===== config.mk =====
export PLATFORM = sky130hd
export DESIGN_NAME = fifo_row_feeder
export DESIGN_NICKNAME = d
export VERILOG_FILES = /design/src/rtl/tpu_pkg.sv /design/src/rtl/skew_line.sv /design/src/rtl/fifo_row_feeder.sv
export SDC_FILE = /design/constraint.sdc
export NUM_CORES = 1
export LEC_CHECK = 0
export CAP_MARGIN = 10
export CORE_MARGIN = 2
export CORE_UTILIZATION = 60
export CTS_BUF_LIST = sky130_fd_sc_hd__clkbuf_8
export CTS_CLUSTER_DIAMETER = 200
export CTS_CLUSTER_SIZE = 25
export DETAILED_ROUTE_END_ITERATION = 10
export GPL_TIMING_DRIVEN = 0
export PLACE_DENSITY = 0.91
export SKIP_CTS_REPAIR_TIMING = 1
export SLEW_MARGIN = 20
export SYNTH_ARGS = -nofsm -noshare
export SYNTH_HDL_FRONTEND = slang
export SYNTH_SLANG_ARGS = --single-unit

===== constraint.sdc =====
create_clock -name clk -period 6.8 [get_ports clk]
set_input_delay 1.7 -clock clk [delete_from_list [all_inputs] [get_ports clk]]
set_output_delay 1.7 -clock clk [all_outputs]
set_load 0.02 [all_outputs]

===== src/rtl/tpu_pkg.sv =====
// Shared types and defaults for the systolic-array feeder blocks.
package tpu_pkg;

  localparam int DEF_LANES = 4;
  localparam int DEF_WIDTH = 8;

  typedef enum logic [2:0] {
    ST_IDLE,
    ST_FETCH,
    ST_LAST,
    ST_ISSUE,
    ST_FLUSH,
    ST_DONE
  } feeder_state_t;

endpackage


===== src/rtl/skew_line.sv =====
// Enable-gated delay line carrying a data word plus its valid bit.
module skew_line #(
  parameter int WIDTH  = 8,
  parameter int STAGES = 1
) (
  input  logic             clk,
  input  logic             rst,
  input  logic             en,
  input  logic [WIDTH-1:0] din,
  input  logic             vin,
  output logic [WIDTH-1:0] dout,
  output logic             vout
);

  logic [WIDTH-1:0]  data_q [STAGES];
  logic [WIDTH-1:0]  data_d [STAGES];
  logic [STAGES-1:0] vld_q;
  logic [STAGES-1:0] vld_d;

  always_comb begin
    data_d = data_q;
    vld_d  = vld_q;
    if (en) begin
      data_d[0] = din;
      vld_d[0]  = vin;
      for (int j = 1; j < STAGES; j++) begin
        data_d[j] = data_q[j-1];
        vld_d[j]  = vld_q[j-1];
      end
    end
  end

  always_ff @(posedge clk or posedge rst) begin
    if (rst) begin
      for (int j = 0; j < STAGES; j++) data_q[j] <= '0;
      vld_q <= '0;
    end else begin
      data_q <= data_d;
      vld_q  <= vld_d;
    end
  end

  assign dout = data_q[STAGES-1];
  assign vout = vld_q[STAGES-1];

endmodule


===== src/rtl/fifo_row_feeder.sv =====
// Pops LANES words per row vector from a FIFO and issues the vectors to the
// systolic array with lane i delayed by i beats, then flushes the skew.
module fifo_row_feeder
  import tpu_pkg::*;
#(
  parameter int WIDTH = DEF_WIDTH,
  parameter int LANES = DEF_LANES,
  parameter int LEN_W = 16
) (
  input  logic                   clk,
  input  logic                   rst,
  input  logic                   start,
  input  logic [LEN_W-1:0]       len,
  input  logic                   fifo_rempty,
  output logic                   fifo_rinc,
  input  logic [WIDTH-1:0]       fifo_rdata,
  output logic                   out_vld,
  input  logic                   out_rdy,
  output logic [LANES*WIDTH-1:0] out_data,
  output logic [LANES-1:0]       out_lane_vld,
  output logic                   busy,
  output logic                   done
);

  localparam int CNT_W = $clog2(LANES);

  feeder_state_t    state_q, state_d;
  logic [LEN_W-1:0] len_q, len_d;
  logic [LEN_W-1:0] vec_cnt_q, vec_cnt_d;
  logic [CNT_W-1:0] word_cnt_q, word_cnt_d;
  logic [CNT_W-1:0] flush_cnt_q, flush_cnt_d;
  logic             pop_q, pop_d;
  logic             busy_q, busy_d;
  logic             done_q, done_d;
  logic [WIDTH-1:0] slot_q [LANES];
  logic [WIDTH-1:0] slot_d [LANES];

  logic             issue;
  logic             beat;
  logic [CNT_W:0]   issued;
  logic             last_pop;

  assign issue     = (state_q == ST_ISSUE);
  assign out_vld   = issue || (state_q == ST_FLUSH);
  assign beat      = out_vld && out_rdy;
  assign fifo_rinc = (state_q == ST_FETCH) && !fifo_rempty;
  assign busy      = busy_q;
  assign done      = done_q;

  // Pops issued so far = words captured plus the one still in flight.
  assign issued   = {1'b0, word_cnt_q} + {{CNT_W{1'b0}}, pop_q};
  assign last_pop = fifo_rinc && (issued == (CNT_W+1)'(LANES-1));

  always_comb begin
    state_d     = state_q;
    len_d       = len_q;
    vec_cnt_d   = vec_cnt_q;
    word_cnt_d  = word_cnt_q;
    flush_cnt_d = flush_cnt_q;
    busy_d      = busy_q;
    done_d      = 1'b0;
    slot_d      = slot_q;
    pop_d       = fifo_rinc;

    if (pop_q) begin
      slot_d[word_cnt_q] = fifo_rdata;
      word_cnt_d         = word_cnt_q + CNT_W'(1);
    end

    case (state_q)
      ST_IDLE: begin
        if (start) begin
          len_d  = len;
          busy_d = 1'b1;
          if (len == '0) begin
            state_d = ST_DONE;
          end else begin
            vec_cnt_d  = '0;
            word_cnt_d = '0;
            state_d    = ST_FETCH;
          end
        end
      end
      ST_FETCH: begin
        if (last_pop) state_d = ST_LAST;
      end
      ST_LAST: begin
        word_cnt_d = '0;
        state_d    = ST_ISSUE;
      end
      ST_ISSUE: begin
        if (out_rdy) begin
          vec_cnt_d = vec_cnt_q + LEN_W'(1);
          if (vec_cnt_q == len_q - LEN_W'(1)) begin
            flush_cnt_d = '0;
            state_d     = ST_FLUSH;
          end else begin
            state_d = ST_FETCH;
          end
        end
      end
      ST_FLUSH: begin
        if (out_rdy) begin
          if (flush_cnt_q == CNT_W'(LANES-2)) state_d = ST_DONE;
          else flush_cnt_d = flush_cnt_q + CNT_W'(1);
        end
      end
      ST_DONE: begin
        done_d  = 1'b1;
        busy_d  = 1'b0;
        state_d = ST_IDLE;
      end
      default: state_d = ST_IDLE;
    endcase
  end

  always_ff @(posedge clk or posedge rst) begin
    if (rst) begin
      state_q     <= ST_IDLE;
      len_q       <= '0;
      vec_cnt_q   <= '0;
      word_cnt_q  <= '0;
      flush_cnt_q <= '0;
      pop_q       <= 1'b0;
      busy_q      <= 1'b0;
      done_q      <= 1'b0;
      for (int i = 0; i < LANES; i++) slot_q[i] <= '0;
    end else begin
      state_q     <= state_d;
      len_q       <= len_d;
      vec_cnt_q   <= vec_cnt_d;
      word_cnt_q  <= word_cnt_d;
      flush_cnt_q <= flush_cnt_d;
      pop_q       <= pop_d;
      busy_q      <= busy_d;
      done_q      <= done_d;
      slot_q      <= slot_d;
    end
  end

  // Lane 0 is undelayed; lane i passes through an i-stage skew line.
  for (genvar i = 0; i < LANES; i++) begin : g_lane
    if (i == 0) begin : g_direct
      assign out_data[0 +: WIDTH] = issue ? slot_q[0] : '0;
      assign out_lane_vld[0]      = issue;
    end else begin : g_skew
      skew_line #(
        .WIDTH (WIDTH),
        .STAGES(i)
      ) u_skew (
        .clk (clk),
        .rst (rst),
        .en  (beat),
        .din (issue ? slot_q[i] : '0),
        .vin (issue),
        .dout(out_data[i*WIDTH +: WIDTH]),
        .vout(out_lane_vld[i])
      );
    end
  end

endmodule


## Yosys cells after proc, flatten, opt, wreduce, memory -nomap -nowiden

Index checks and enable logic that the tools add are counted.

| cells by class | value |
|---|---|
| $add $sub $neg | 5 |
| magnitude comparators | 2 |
| equal/unequal tests | 16 |
| muxes and demuxes | 31 |
| bitwise operators | 1 |
| reduce and logical (&&, ||, !) cells | 16 |

Operator list:

| kind | number |
|---|---|
| $mux 16 | 3 |
| $mux 8 | 5 |
| $bwmux 32 | 1 |
| $pmux 16 s2 | 1 |
| $mux 3 | 7 |
| $add 16x1->16 const B | 1 |
| $demux 8 s2 | 1 |
| $eq 16x16->1 | 1 |
| $logic_not 16->1 | 1 |
| $sub 16x1->16 const B | 1 |
| $pmux 3 s5 | 1 |
| $mux 2 | 7 |
| $ne 2x2->1 const B | 7 |
| $reduce_and 5->1 | 2 |
| $eq 3x2->1 const B | 3 |
| $pmux 2 s2 | 2 |
| $eq 3x3->1 const B | 2 |
| $reduce_bool 2->1 | 3 |
| $add 2x1->2 const B | 2 |
| $logic_and 1x1->1 | 4 |
| $reduce_and 2->1 | 2 |
| $reduce_and 4->1 | 1 |
| $add 2x1->3 | 1 |
| $eq 3x1->1 const B | 1 |
| 10 further kinds | 11 |

| word-level totals | value |
|---|---|
| flip-flop bits (word level) | 128 |
| logic and storage cells | 92 |

## Longest topological paths before layout

Gate-level depths: netlist of the first run.

| logic depth | value |
|---|---|
| depth after elaboration | 6 |
| depth in mapped cells | 9 |
| gate-level depth less buffers | 8 |

## Cells and area by module

A second synthesis of the first run with hierarchy kept.

| unflattened totals | value |
|---|---|
| cell total of the unflattened synthesis | 505 |
| area, all modules | 6,301.0 um2 |

By module, submodules not included:

| module | instances | cells each | area an instance (um2) | sequential area each (um2) |
|---|---|---|---|---|
| fifo_row_feeder | 1 | 372 | 3,970.1 | 1,851.8 |
| skew_line at g_lane[3].g_skew.u_skew | 1 | 66 | 1,169.9 | 675.6 |
| skew_line at g_lane[2].g_skew.u_skew | 1 | 47 | 785.8 | 450.4 |
| skew_line at g_lane[1].g_skew.u_skew | 1 | 20 | 375.4 | 225.2 |

## Least setup slack after synthesis of the first run

Ideal clock, no wire load.

| timing | value |
|---|---|
| path kind | input-to-output |
| from | input fifo_rempty |
| to | output fifo_rinc |
| data arrival time | 2,260 ps |
| data required time | 5,100 ps |
| setup slack | 2,840 ps |
| cell stages on the path | 1 |
| cell sequence | nor3b_1 |

| between the ends | value |
|---|---|
| cells in the longest elaborated chain, start to end | 2 |

Ends and longest elaborated chain:

| item | line | text |
|---|---|---|
| start, declared | fifo_row_feeder.sv:14 | `input logic fifo_rempty,` |
| $logic_not 1->1 | fifo_row_feeder.sv:46 | `assign fifo_rinc = (state_q == ST_FETCH) && !fifo_rempty;` |
| $logic_and 1x1->1 | fifo_row_feeder.sv:46 |  |
| end, declared | fifo_row_feeder.sv:15 | `output logic fifo_rinc,` |

Every way passes these cells.

## Worst setup path after layout of the first run

Ends and elaborated chain as after synthesis.

==> run_results.csv, run 1 <==
group,metric,value,unit
outcome,status,"finished clean",
worst_setup_path,crit_type,"in -> out",
synthesis,ys_ff_latch,125,
place,io_buffers,68,
clock_network,cts.path.max_buffers,2,
final_layout,nets,600,
worst_setup_path,cp.arrival,3.04,ns
synthesis,synth.area.top_cells,"dfrtp_1, mux2_2, a22o_1, xnor2_1, buf_4",
die,initial_core_util,0.622,
synthesis,yosysTopAreaCellShare,0.542,
timing,max_freq,211,MHz
worst_setup_path,end_kind,"output pin",
synthesis,ys_seq_area_frac,0.542,
route,wl_met1,5.65,mm
route,top_layer_used,"met4",
timing,skew,0.00927,ns
grt,grt-ovfl-total,0,
die,die_w,102,um
worst_setup_path,reg2regPathDepth,6,
worst_setup_path,required,5.10,ns
run,max_cap_violations,0,
grt,grt_pass1_vias,4311,
route,wl_met3,643,um
synthesis,synth_flop_cell,"dfrtp_1",
pwr,power,3.26,mW
pwr,powerDensity,462,nW/um^2
synthesis,async_flop_share,1.00,
final_layout,n_antenna_cell,0,
synthesis,avgSynthCellArea,12.2,um^2
worst_setup_path,start_kind,"input port",
route,num_vias,4103,
route,drt_wl_total,13.3,mm
clock_network,cts_tree,"done",
route,drt_iter0_drc,304,
pwr,ir_drop,253,uV
synthesis,synth.most_common_cell,"dfrtp_1",
route,wire_per_inst,18.9,um
die,die-area,10400,um^2
synthesis,synth_edf_count,0,
timing,finalHoldViolations,0,
synthesis,yosys-top-cells-count,"dfrtp_1, mux2_2, nor2_1, nand2_1, a22o_1",
place,gp_congestion,0.859,
timing,period_share,0.698,
worst_setup_path,path_max_fanout,2,
timing,finalSetupViolCount,0,
clock_network,insertion_delay,0.44,ns
die,die_h,102,um
pwr,leakagePower,3.11,nW
place,dpl.hpwl,8.55,mm
route,ant_nets,0,
grt,grt_use_total,0.275,
timing,slew_violations,0,
route,dr_wl_met2,6.71,mm
synthesis,syn_nets,512,
die,ios,69,
route,vias_per_cell,5.84,
timing,period_needed,4.74,ns
route,firstDrtPassIters,5,
grt,grt_pass1_wl,21.5,mm
timing,setup_tns,0,ns
die,num_rows,35,
synthesis,syn-cell-area,5770,um^2
synthesis,yosysWarningCount,0,
final_layout,area_growth,22.4,%
timing,max_slew_margin,0.553,
clock_network,cts_made_buffers,17,
grt,antenna_found_initial,0,
clock_network,clock-root-buffer,"clkbuf_8",
timing,rsz0062_at_grt,"no",
clock_network,tritoncts_num_sinks,125,
synthesis,synth_area_leader_cell,"dfrtp_1",
synthesis,synth.distinct_cells,51,
timing,worstMarginPinSlew,0.666,ns
min_path,whs_path_depth,1,
route,drc,0,
grt,grt_max_degree,80,
synthesis,syn-instance-count,474,
clock_network,cts.clk_slew.worst_paths,0.07,ns
min_path,hp-class,"reg -> reg",
clock_network,htree_levels,4,
die,core_area,9280,um^2
final_layout,drive_above_1_share,0.239,
[placed cells by master (no fill, tap or decap), types with 5 or more instances in the layout]
cell type / n
dfrtp_1: 125
mux2_2: 72
clkdlybuf4s50_1: 68
nor2_1: 32
nand2_1: 27
a22o_1: 24
xnor2_1: 21
buf_4: 20
clkbuf_8: 17
nor4_1: 13
xor2_1: 12
clkbuf_1: 12
a21oi_1: 11
and2_1: 11
inv_1: 10
ha_1: 9
o21ai_0: 7
inv_6: 6
nand4_1: 5
[layer usage]
layer  vias up  track usage
li1       1842            -
met1      2082        0.355
met2       152        0.450
met3        27       0.0663
met4         0        0.112
met5         -            0
[through the flow]
stage | util | cells | setup WS [ns] | area [um^2] | hold slack (ns)
after floorplan | - | 474 | 1.77 | 5770 | 0.462
after global placement | 0.713 | 671 | 0.271 | 6620 | 0.462
after detailed placement | 0.716 | 672 | 2.04 | 6650 | 0.465
after CTS | 0.761 | 703 | 2.03 | 7070 | 0.482
after global routing | 0.761 | 703 | 1.98 | 7070 | 0.504
final | 0.761 | 703 | 2.06 | 7070 | 0.483
[flip-flops by register name, indices dropped and copies added (netlist names), 2 cells and up]
name / cells
g_lane.g_skew.u_skew.vld_q: 3
slot_q: 32
word_cnt_q: 2
len_q: 16
vec_cnt_q: 16
g_lane.g_skew.u_skew.dout: 24
flush_cnt_q: 2
g_lane.g_skew.u_skew.data_q: 24
state_q: 3
[power by group]
part	internal (mW)	switching (mW)
clock	0.368	0.316
combinational	0.680	0.598
sequential	1.05	0.249
[cell families (layout without fill, tap and decap cells)]
kind of cell    count (synthesis)  after routing  share of synthesized area
flops                         125            125                      0.542
xor+xnor                       34             34                     0.0540
buf+inv                        49            149                     0.0468
mux                            74             74                      0.145
simple gates                  121            121                      0.114
fa+ha+maj                       9              9                     0.0195
compound gates                 62             62                     0.0795
[worst paths after layout]
path	start	end	slack [ns]
setup / recovery	fifo_rempty	fifo_rinc	2.06
min in group asynchronous	rst	vec_cnt_q[1]$_DFFE_PP0P_	1.67
hold reg to reg	busy$_DFFE_PP0P_	busy$_DFFE_PP0P_	0.48
setup reg to reg	state_q[2]$_DFFE_PP0P_	g_lane[3].g_skew.u_skew.dout[1]$_DFFE_PP0P_	4.21
max in group asynchronous	rst	slot_q[23]$_DFFE_PP0P_	4.42
hold / removal	busy$_DFFE_PP0P_	busy$_DFFE_PP0P_	0.48
[critical path, cell delays in order]
cell             delay [ns]
clkdlybuf4s50_1        0.41
nor3b_1                0.27
clkdlybuf4s50_1        0.66
[final cells by class]
cell class / instances / area [um^2]
fill: 563 / 2220
clock buffer: 17 / 234
timing repair buffer: 69 / 708
tap: 129 / 161
sequential: 125 / 3130
clock inverter: 14 / 184
buffer: 38 / 229
inverter: 11 / 46.3
multi-input combinational: 300 / 2380
Note: power is estimated with default switching activity, not from simulation.
==> inputs of run 2 (changes only) <==
CORE_UTILIZATION = 58   (was 60)
PLACE_DENSITY = 0.88   (was 0.91)
clock period = 4.9 ns   (was 6.8 ns; I/O delays follow)
==> run 2 against run 1 <==
Worst hold slack worse by 0.0035 ns. Clock skew down 0.00071 ns. Global-route usage down 0.86 points. Clock power up 31%. Die area up 3.3%. Critical path type is now reg -> out. Routed wire length up 1.1%. Via count up 1.6%. Worst setup slack worse by 0.97 ns. Critical endpoint is now out_data[6]. Highest routed layer unchanged.
==> run_results.csv, run 2 (synthesis results as in run 1) <==
group,metric,value,unit
worst_setup_path,crit_top_cell,"clkbuf_1",
worst_setup_path,critPathMaxStageDelay,0.60,ns
die,ios,69,
worst_setup_path,critPathSlowestCell,"clkdlybuf4s50_1",
worst_setup_path,r2r-start,"state_q[2]$_DFFE_PP0P_",
final_layout,layout_common_cells,"dfrtp_1, mux2_2, clkdlybuf4s50_1, nor2_1, nand2_1",
place,dp_slack,1.14,ns
pwr,pwr-share-seq,0.403,
worst_setup_path,crit_path_cell_trace,"clkbuf_1 > nand3b_1 > inv_1 > clkbuf_1 > and2_1 > clkdlybuf4s50_1",
grt,grt_use_total,0.266,
timing,fin_ws,1.09,ns
worst_setup_path,crit_family,"buffers and inverters",
clock_network,tritoncts_num_sinks,125,
worst_setup_path,start_kind,"flop",
outcome,status,"finished clean",
final_layout,area_growth,22.1,%
min_path,hp-class,"reg -> reg",
place,placed_cell_area,6650,um^2
clock_network,htree_levels,4,
worst_setup_path,endpoint,"out_data[6]",
place,dp.cells,676,
final_layout,num-fill-cells,654,
die,die_h,104,um
grt,grt_pass1_vias,4426,
timing,slew_violations,0,
worst_setup_path,cp_num_cells,6,
route,vias_per_cell,5.89,
route,firstDrtPassIters,5,
worst_setup_path,path_buf_inv,4,
clock_network,insertion_delay,0.44,ns
timing,hold_slack,0.479,ns
die,die_w,104,um
pwr,netSwitchingPower,1.61,mW
route,drc,0,
worst_setup_path,r2r_slack,2.31,ns
grt,grt_max_degree,81,
final_layout,n_antenna_cell,0,
timing,finalHoldViolations,0,
worst_setup_path,reg2regPathDepth,6,
clock_network,cts.clk_slew.worst_paths,0.07,ns
die,initial_core_util,0.593,
timing,max_freq,262,MHz
route,ant_nets,0,
timing,skew,0.00857,ns
final_layout,seqCellArea,3130,um^2
run,max_cap_violations,0,
grt,antenna_found_initial,0,
final_layout,fin_area,7050,um^2
route,wire_per_inst,19.0,um
worst_setup_path,cp.arrival,2.59,ns
grt,grt_pass1_wl,22.4,mm
place,dpl.hpwl,8.68,mm
die,num_rows,36,
timing,finalSetupViolCount,0,
route,drt_iter0_drc,255,
pwr,power,4.48,mW
pwr,leakagePower,3.10,nW
timing,rsz0062_at_grt,"no",
worst_setup_path,required,3.67,ns
place,gp_congestion,0.918,
timing,period_needed,3.81,ns
final_layout,nets,600,
final_layout,largest_register_ffs,32,
timing,period_share,0.778,
grt,grt-ovfl-total,0,
worst_setup_path,end_kind,"output pin",
place,io_buffers,68,
pwr,powerDensity,635,nW/um^2
worst_setup_path,reg2reg_to,"g_lane[3].g_skew.u_skew.dout[7]$_DFFE_PP0P_",
timing,max_slew_margin,0.534,
pwr,ir_drop,317,uV
pwr,p_clk_frac,0.200,
worst_setup_path,cp-startpoint,"state_q[2]$_DFFE_PP0P_",
pwr,p_int,2.86,mW
worst_setup_path,crit_type,"reg -> out",
timing,worstMarginPinSlew,0.694,ns
final_layout,layout_commonest_cell,"dfrtp_1",
final_layout,largest_register,"slot_q",
die,core_area,9730,um^2
route,drt_wl_total,13.4,mm
die,die-area,10800,um^2
final_layout,drive_above_1_share,0.238,
clock_network,cts_tree,"done",
final_layout,stdcell_count,708,
worst_setup_path,path_max_fanout,10,
pwr,pwr-share-comb,0.397,
pwr,switching_share,0.360,
route,num_vias,4170,
clock_network,cts_made_buffers,17,
final_layout,multi_input_area,2380,um^2
clock_network,cts.path.max_buffers,2,
clock_network,clock-root-buffer,"clkbuf_8",
## run 2: changes by cell type in the layout (fill, tap and decap cells not counted)
cell / previous run / this run
clkinvlp_4: 2 / 3
clkinv_4: 4 / 3
inv_1: 10 / 11
bufinv_16: 3 / 2
clkinv_2: 0 / 1
## run 2: metal layers
layer,track usage,share of wire,vias to the layer above
li1,-,-,1846
met1,0.337,0.41,2096
met2,0.442,0.50,189
met3,0.0654,0.062,39
met4,0.107,0.028,0
met5,0,0,-
## run 2: how the worst min path moves through the flow
stage / from / end / slack, ns / depth (start not counted)
floorplan: g_lane[2].g_skew.u_skew.data_q[15]$_DFFE_PP0P_ / g_lane[2].g_skew.u_skew.data_q[15]$_DFFE_PP0P_ / 0.46 / 1
global placement: busy$_DFFE_PP0P_ / busy$_DFFE_PP0P_ / 0.46 / 1
detailed placement: busy$_DFFE_PP0P_ / busy$_DFFE_PP0P_ / 0.47 / 1
CTS: busy$_DFFE_PP0P_ / busy$_DFFE_PP0P_ / 0.49 / 1
global route: busy$_DFFE_PP0P_ / busy$_DFFE_PP0P_ / 0.50 / 1
finish: busy$_DFFE_PP0P_ / busy$_DFFE_PP0P_ / 0.48 / 1
## run 2: through the flow
stage | util | setup TNS, ns
6_report | 0.725 | 0
5_1_grt | 0.725 | 0
4_1_cts | 0.725 | 0
3_5_place_dp | 0.684 | 0
3_3_place_gp | 0.681 | -142.68
2_1_floorplan | - | 0
## run 2: power by group through the flow
stage                     registers [mW]  logic, mW  clock network, mW
after detailed placement            1.80       1.73                  0
after global placement              1.76       1.64                  0
after CTS                           1.79       1.78              0.906
final                               1.80       1.78              0.897
after global routing                1.85       1.92              0.947
after floorplan                     1.73       1.22                  0
## run 2: layout make-up
type	instances	share of cell area
Clock buffer	17	0.0332
Inverter	11	0.00657
Multi-Input combinational cell	300	0.337
Tap cell	133	0.0236
Buffer	38	0.0325
Clock inverter	15	0.0229
Timing Repair Buffer	69	0.100
Sequential cell	125	0.444
## run 2: worst reg2reg max path, delay by kind of cell (launching register included)
family | cells | cell delay [ns]
simple gates | 1 | 0.21
flops | 1 | 0.34
buf+inv | 3 | 0.95
compound gates | 1 | 0.58
mux | 1 | 0.41
